$ cat config.mk
export PLATFORM = sky130hd
export DESIGN_NAME = flp_accumulator
export DESIGN_NICKNAME = d
export VERILOG_FILES = /design/src/rtl/flp_accumulator.sv
export SDC_FILE = /design/constraint.sdc
export NUM_CORES = 1
export LEC_CHECK = 0
export ABC_AREA = 0
export CORE_MARGIN = 10
export CORE_UTILIZATION = 25
export DETAILED_ROUTE_END_ITERATION = 8
export HOLD_SLACK_MARGIN = 0.15
export PLACE_DENSITY = 0.52
export SYNTH_ARGS = -nofsm -noshare
export SYNTH_HDL_FRONTEND = slang
export SYNTH_SLANG_ARGS = --single-unit
$ cat constraint.sdc
create_clock -name clk -period 3.8 [get_ports clk]
set_input_delay 0.76 -clock clk [delete_from_list [all_inputs] [get_ports clk]]
set_output_delay 0.76 -clock clk [all_outputs]
set_load 0.005 [all_outputs]
$ cat src/rtl/flp_accumulator.sv
// rtl/flp_accumulator.sv - iterative pseudo-floating-point accumulator (accept, align, add/normalize)
module flp_accumulator #(
    parameter int EXP_WIDTH   = 9,
    parameter int MANT_WIDTH  = 8,
    parameter int COUNT_WIDTH = 8
) (
    input  logic                   clk,
    input  logic                   rst,
    input  logic                   in_valid,
    output logic                   in_ready,
    input  logic [EXP_WIDTH-1:0]   in_exp,
    input  logic [MANT_WIDTH-1:0]  in_mant,
    input  logic                   in_last,
    output logic                   out_valid,
    output logic [EXP_WIDTH-1:0]   out_exp,
    output logic [MANT_WIDTH-1:0]  out_mant,
    output logic                   out_ovf,
    output logic [COUNT_WIDTH-1:0] out_count
);

    typedef enum logic [1:0] {S_WAIT, S_ALIGN, S_ADD, S_DONE} state_t;

    state_t state, state_next;

    logic [EXP_WIDTH-1:0]   acc_exp, op_exp, big_exp;
    logic [MANT_WIDTH-1:0]  acc_mant, op_mant, big_mant, small_shifted;
    logic                   ovf_sticky, op_last;
    logic [COUNT_WIDTH-1:0] cnt;
    logic                   accept;

    logic                   op_bigger;
    logic [EXP_WIDTH-1:0]   exp_diff;
    logic [EXP_WIDTH-1:0]   al_big_exp;
    logic [MANT_WIDTH-1:0]  al_big_mant, al_small_src, al_small;

    logic [MANT_WIDTH:0]    sum;
    logic [EXP_WIDTH-1:0]   add_exp;
    logic [MANT_WIDTH-1:0]  add_mant;
    logic                   add_ovf;

    always_ff @(posedge clk) begin
        if (rst)
            state <= S_WAIT;
        else
            state <= state_next;
    end

    always_comb begin
        state_next = state;
        in_ready   = 1'b0;
        case (state)
            S_WAIT: begin
                in_ready = ~rst;
                if (in_valid)
                    state_next = S_ALIGN;
            end
            S_ALIGN: state_next = S_ADD;
            S_ADD:   state_next = op_last ? S_DONE : S_WAIT;
            S_DONE:  state_next = S_WAIT;
            default: state_next = S_WAIT;
        endcase
    end

    assign accept = in_valid && in_ready;

    // A zero accumulator or zero operand never contributes an aligned small term.
    always_comb begin
        op_bigger    = op_exp > acc_exp;
        exp_diff     = op_bigger ? (op_exp - acc_exp) : (acc_exp - op_exp);
        al_big_exp   = acc_exp;
        al_big_mant  = acc_mant;
        al_small_src = op_mant;
        if (acc_mant == '0) begin
            al_big_exp   = op_exp;
            al_big_mant  = op_mant;
            al_small_src = '0;
        end else if (op_mant == '0) begin
            al_small_src = '0;
        end else if (op_bigger) begin
            al_big_exp   = op_exp;
            al_big_mant  = op_mant;
            al_small_src = acc_mant;
        end
        al_small = (exp_diff >= EXP_WIDTH'(MANT_WIDTH)) ? '0 : (al_small_src >> exp_diff);
    end

    always_comb begin
        sum      = {1'b0, big_mant} + {1'b0, small_shifted};
        add_exp  = big_exp;
        add_mant = sum[MANT_WIDTH-1:0];
        add_ovf  = ovf_sticky;
        if (sum[MANT_WIDTH]) begin
            if (&big_exp) begin
                add_exp  = '1;
                add_mant = '1;
                add_ovf  = 1'b1;
            end else begin
                add_exp  = big_exp + EXP_WIDTH'(1);
                add_mant = sum[MANT_WIDTH:1];
            end
        end
    end

    always_ff @(posedge clk) begin
        if (rst) begin
            acc_exp       <= '0;
            acc_mant      <= '0;
            ovf_sticky    <= 1'b0;
            cnt           <= '0;
            op_exp        <= '0;
            op_mant       <= '0;
            op_last       <= 1'b0;
            big_exp       <= '0;
            big_mant      <= '0;
            small_shifted <= '0;
            out_valid     <= 1'b0;
            out_exp       <= '0;
            out_mant      <= '0;
            out_ovf       <= 1'b0;
            out_count     <= '0;
        end else begin
            out_valid <= 1'b0;
            case (state)
                S_WAIT: begin
                    if (accept) begin
                        op_exp  <= in_exp;
                        op_mant <= in_mant;
                        op_last <= in_last;
                        cnt     <= cnt + COUNT_WIDTH'(1);
                    end
                end
                S_ALIGN: begin
                    big_exp       <= al_big_exp;
                    big_mant      <= al_big_mant;
                    small_shifted <= al_small;
                end
                S_ADD: begin
                    acc_exp    <= add_exp;
                    acc_mant   <= add_mant;
                    ovf_sticky <= add_ovf;
                    // Output registers load here so they are valid throughout DONE.
                    if (op_last) begin
                        out_valid <= 1'b1;
                        out_exp   <= add_exp;
                        out_mant  <= add_mant;
                        out_ovf   <= add_ovf;
                        out_count <= cnt;
                    end
                end
                S_DONE: begin
                    acc_exp    <= '0;
                    acc_mant   <= '0;
                    ovf_sticky <= 1'b0;
                    cnt        <= '0;
                end
                default: ;
            endcase
        end
    end

endmodule

==> metrics.cfg <==
[synthesis]
yosys_warnings = 0
synth.most_common_cell = nand2_1
yosysSeqAreaShare_pct = 36.8
syn_area_per_cell_um2 = 8.47
synth_seq_cells = 98
synth_area_leaders = dfxtp_1 37%, nand2_1 7.2%, ha_1 6.3%, a21oi_1 5.4%, nor2_1 4.1%
synth_common_cells = 102 x nand2_1, 98 x dfxtp_1, 58 x a21oi_1, 58 x nor2_1, 29 x o21ai_0
yosysTopAreaCell = dfxtp_1
syn_inst = 630
netlist-cell-type-count = 70
ys.flop_type = dfxtp_1
synth_edf_count = 0
syn-cell-area_um2 = 5330
synth_top_area_share_pct = 36.8
syn-num-nets = 681
async_flop_share_pct = 0

[worst_setup_path]
crit_fanout = 11
path_buf_inv = 1
r2r_slack_ps = 560
reg2reg_depth = 10
cp.arrival_ps = 3520
cpPeakStageDelay_ps = 540
r2r-end = small_shifted[7]
crit_path_end_kind = flop
critPathRequiredTime_ps = 4080
crit_chain = inv_1, ha_1, nand3_1, o211ai_1, o21a_1, mux2i_1, xnor2_1, a211oi_4, nand2_2, o41ai_2
critPathTopFamily = compound AO/OA/AOI/OAI gates
slowest_stage = o21a_1
path_depth = 10
start_kind = flop
criticalPathCategory = reg -> reg
cp-startpoint = acc_exp[5]
r2r-start = acc_exp[5]

[routing]
wl_um = 15500
drt_iter0_drc = 243
route.detailed.drc = 0
routed_via_density = 4.92
drt_first_pass_iters = 5
wl_per_cell_um = 16.4
vias = 4651
ant_nets = 0

[clock_network]
postCtsSetupBuffers = 0
cts-root-buf = clkbuf_16
cts_sinks = 98
cts.path.max_buffers = 2
cts_tree = built
worstSkewPairLatency_ps = 370
cts_made_buffers = 9
clk_pin_slew_ps = 80
cts_resized = 0
htreeDepth = 3
hold_buffers = 0

[grt]
grt_pass1_wl_um = 25300
grt_max_degree = 35
grt_use_total_pct = 11.1
first_global_vias = 4595
grt_overflow_total = 0
grt_antenna_before_repair = 0

[timing]
hold_viol = 0
whs_ps = 463
finalCriticalPeriod_ps = 3240
tightest_slew_ps = 936
setup_tns_ps = 0
fin_worst_skew_ps = 12.5
slew_headroom_pct = 37.2
fmaxAchievable_ghz = 0.308
setup_viol = 0
rsz0062_at_grt = false
final-max-slew-violation-count = 0
fin_crit_sh_pct = 85.3

[final_layout]
nets = 716
final_area_um2 = 6350
drive_gt1_share_pct = 7.61
final_cells = 945
diodes = 0
area_growth_pct = 19.1

[job]
cap_viol_max_count = 0

[placement]
place_area_um2 = 6050
dp_hpwl_um = 11600
place_congestion = 0.860
portBuffers = 48
dp.cells = 929

[floorplan]
coreArea_um2 = 21000
start_util_pct = 25.4
rows = 53
ios = 49
die_h_um = 166
die_w_um = 166
design.die.area_um2 = 27600

[outcome]
status = completed

[min_path]
holdPathEnd = out_ovf
hp-start = out_ovf
min_path_type = reg -> reg
holdPathStages = 2

[power]
power_density_nw_per_um2 = 384
p_leak_nw = 2.33
peakVddDrop_mv = 0.196

[power breakdown]
group	switching (mW)	leakage [nW]	internal (mW)
Sequential	0.0320	0.794	1.05
Clock	0.480	0.146	0.472
Combinational	0.229	1.39	0.173
Total	0.741	2.33	1.70
[per-layer routing]
layer / part of all wire (%) / GRT usage [%] / wire length, µm / vias to the layer above
met5: 0 / 0 / 0 / -
met4: 1.6 / 4.16 / 243 / 0
met3: 5.2 / 2.46 / 803 / 14
met2: 45 / 17.5 / 7060 / 109
met1: 48 / 14.5 / 7420 / 2217
li1: - / - / - / 2311
[through the flow]
stage / util (%) / worst slack (ps) / power (mW)
5_1_grt: 30.2 / 190 / 2.55
6_report: 30.2 / 558 / 2.44
4_1_cts: 30.2 / 534 / 2.46
3_5_place_dp: 28.8 / 586 / 1.51
2_1_floorplan: - / 1090 / 1.41
3_3_place_gp: 28.8 / 629 / 1.51
[sequential cells by signal, summed over array words and instances, names as in the netlist]
signal	cells
op_exp	9
ovf_sticky	1
cnt	8
big_mant	8
out_exp	9
state	2
out_valid	1
acc_mant	8
op_mant	8
out_ovf	1
small_shifted	8
acc_exp	9
op_last	1
out_mant	8
big_exp	9
out_count	8
[how the worst max path moves through the flow]
stage	endpoint	slack, ps
floorplan	small_shifted[7]	1090
global placement	small_shifted[7]	630
detailed placement	small_shifted[7]	590
CTS	small_shifted[7]	530
global route	small_shifted[7]	190
finish	small_shifted[7]	560
[final cells by class]
cell class | count | area [µm²]
fillers | 2257 | 14700
well taps | 275 | 344
flip-flops and latches | 98 | 1960
repair buffers | 58 | 551
clock inverters | 7 | 80.1
clock buffers | 9 | 225
multi-input cells | 472 | 3100
inverters | 26 | 97.6
[cells in the final DEF, fill, tap and decap left out, types with 9 or more instances in the layout]
master	synthesis	routed
nor2_1	58	58
inv_1	25	25
clkbuf_16	0	9
buf_4	2	10
a21oi_1	58	57
o21ai_0	29	29
clkdlybuf4s50_1	0	47
mux2i_1	21	21
nand3_1	12	12
dfxtp_1	98	98
nand2_1	102	102
xnor2_1	10	10
a211oi_1	16	16
ha_1	27	27
[tightest hold or removal path: cells and delay by family, from the launching register on]
kind            cells  cell delay, ps
compound gates      1              50
flops               1             330
simple gates        1              50
[logic make-up after synthesis]
| group | share of synthesized area [%] |
|---|---|
| mux | 7.81 |
| fa+ha+maj | 7.46 |
| xor+xnor | 2.96 |
| buf+inv | 5.30 |
| compound gates | 20.3 |
| simple gates | 19.4 |
| flops | 36.8 |
Power figures use the tool's default switching activity.
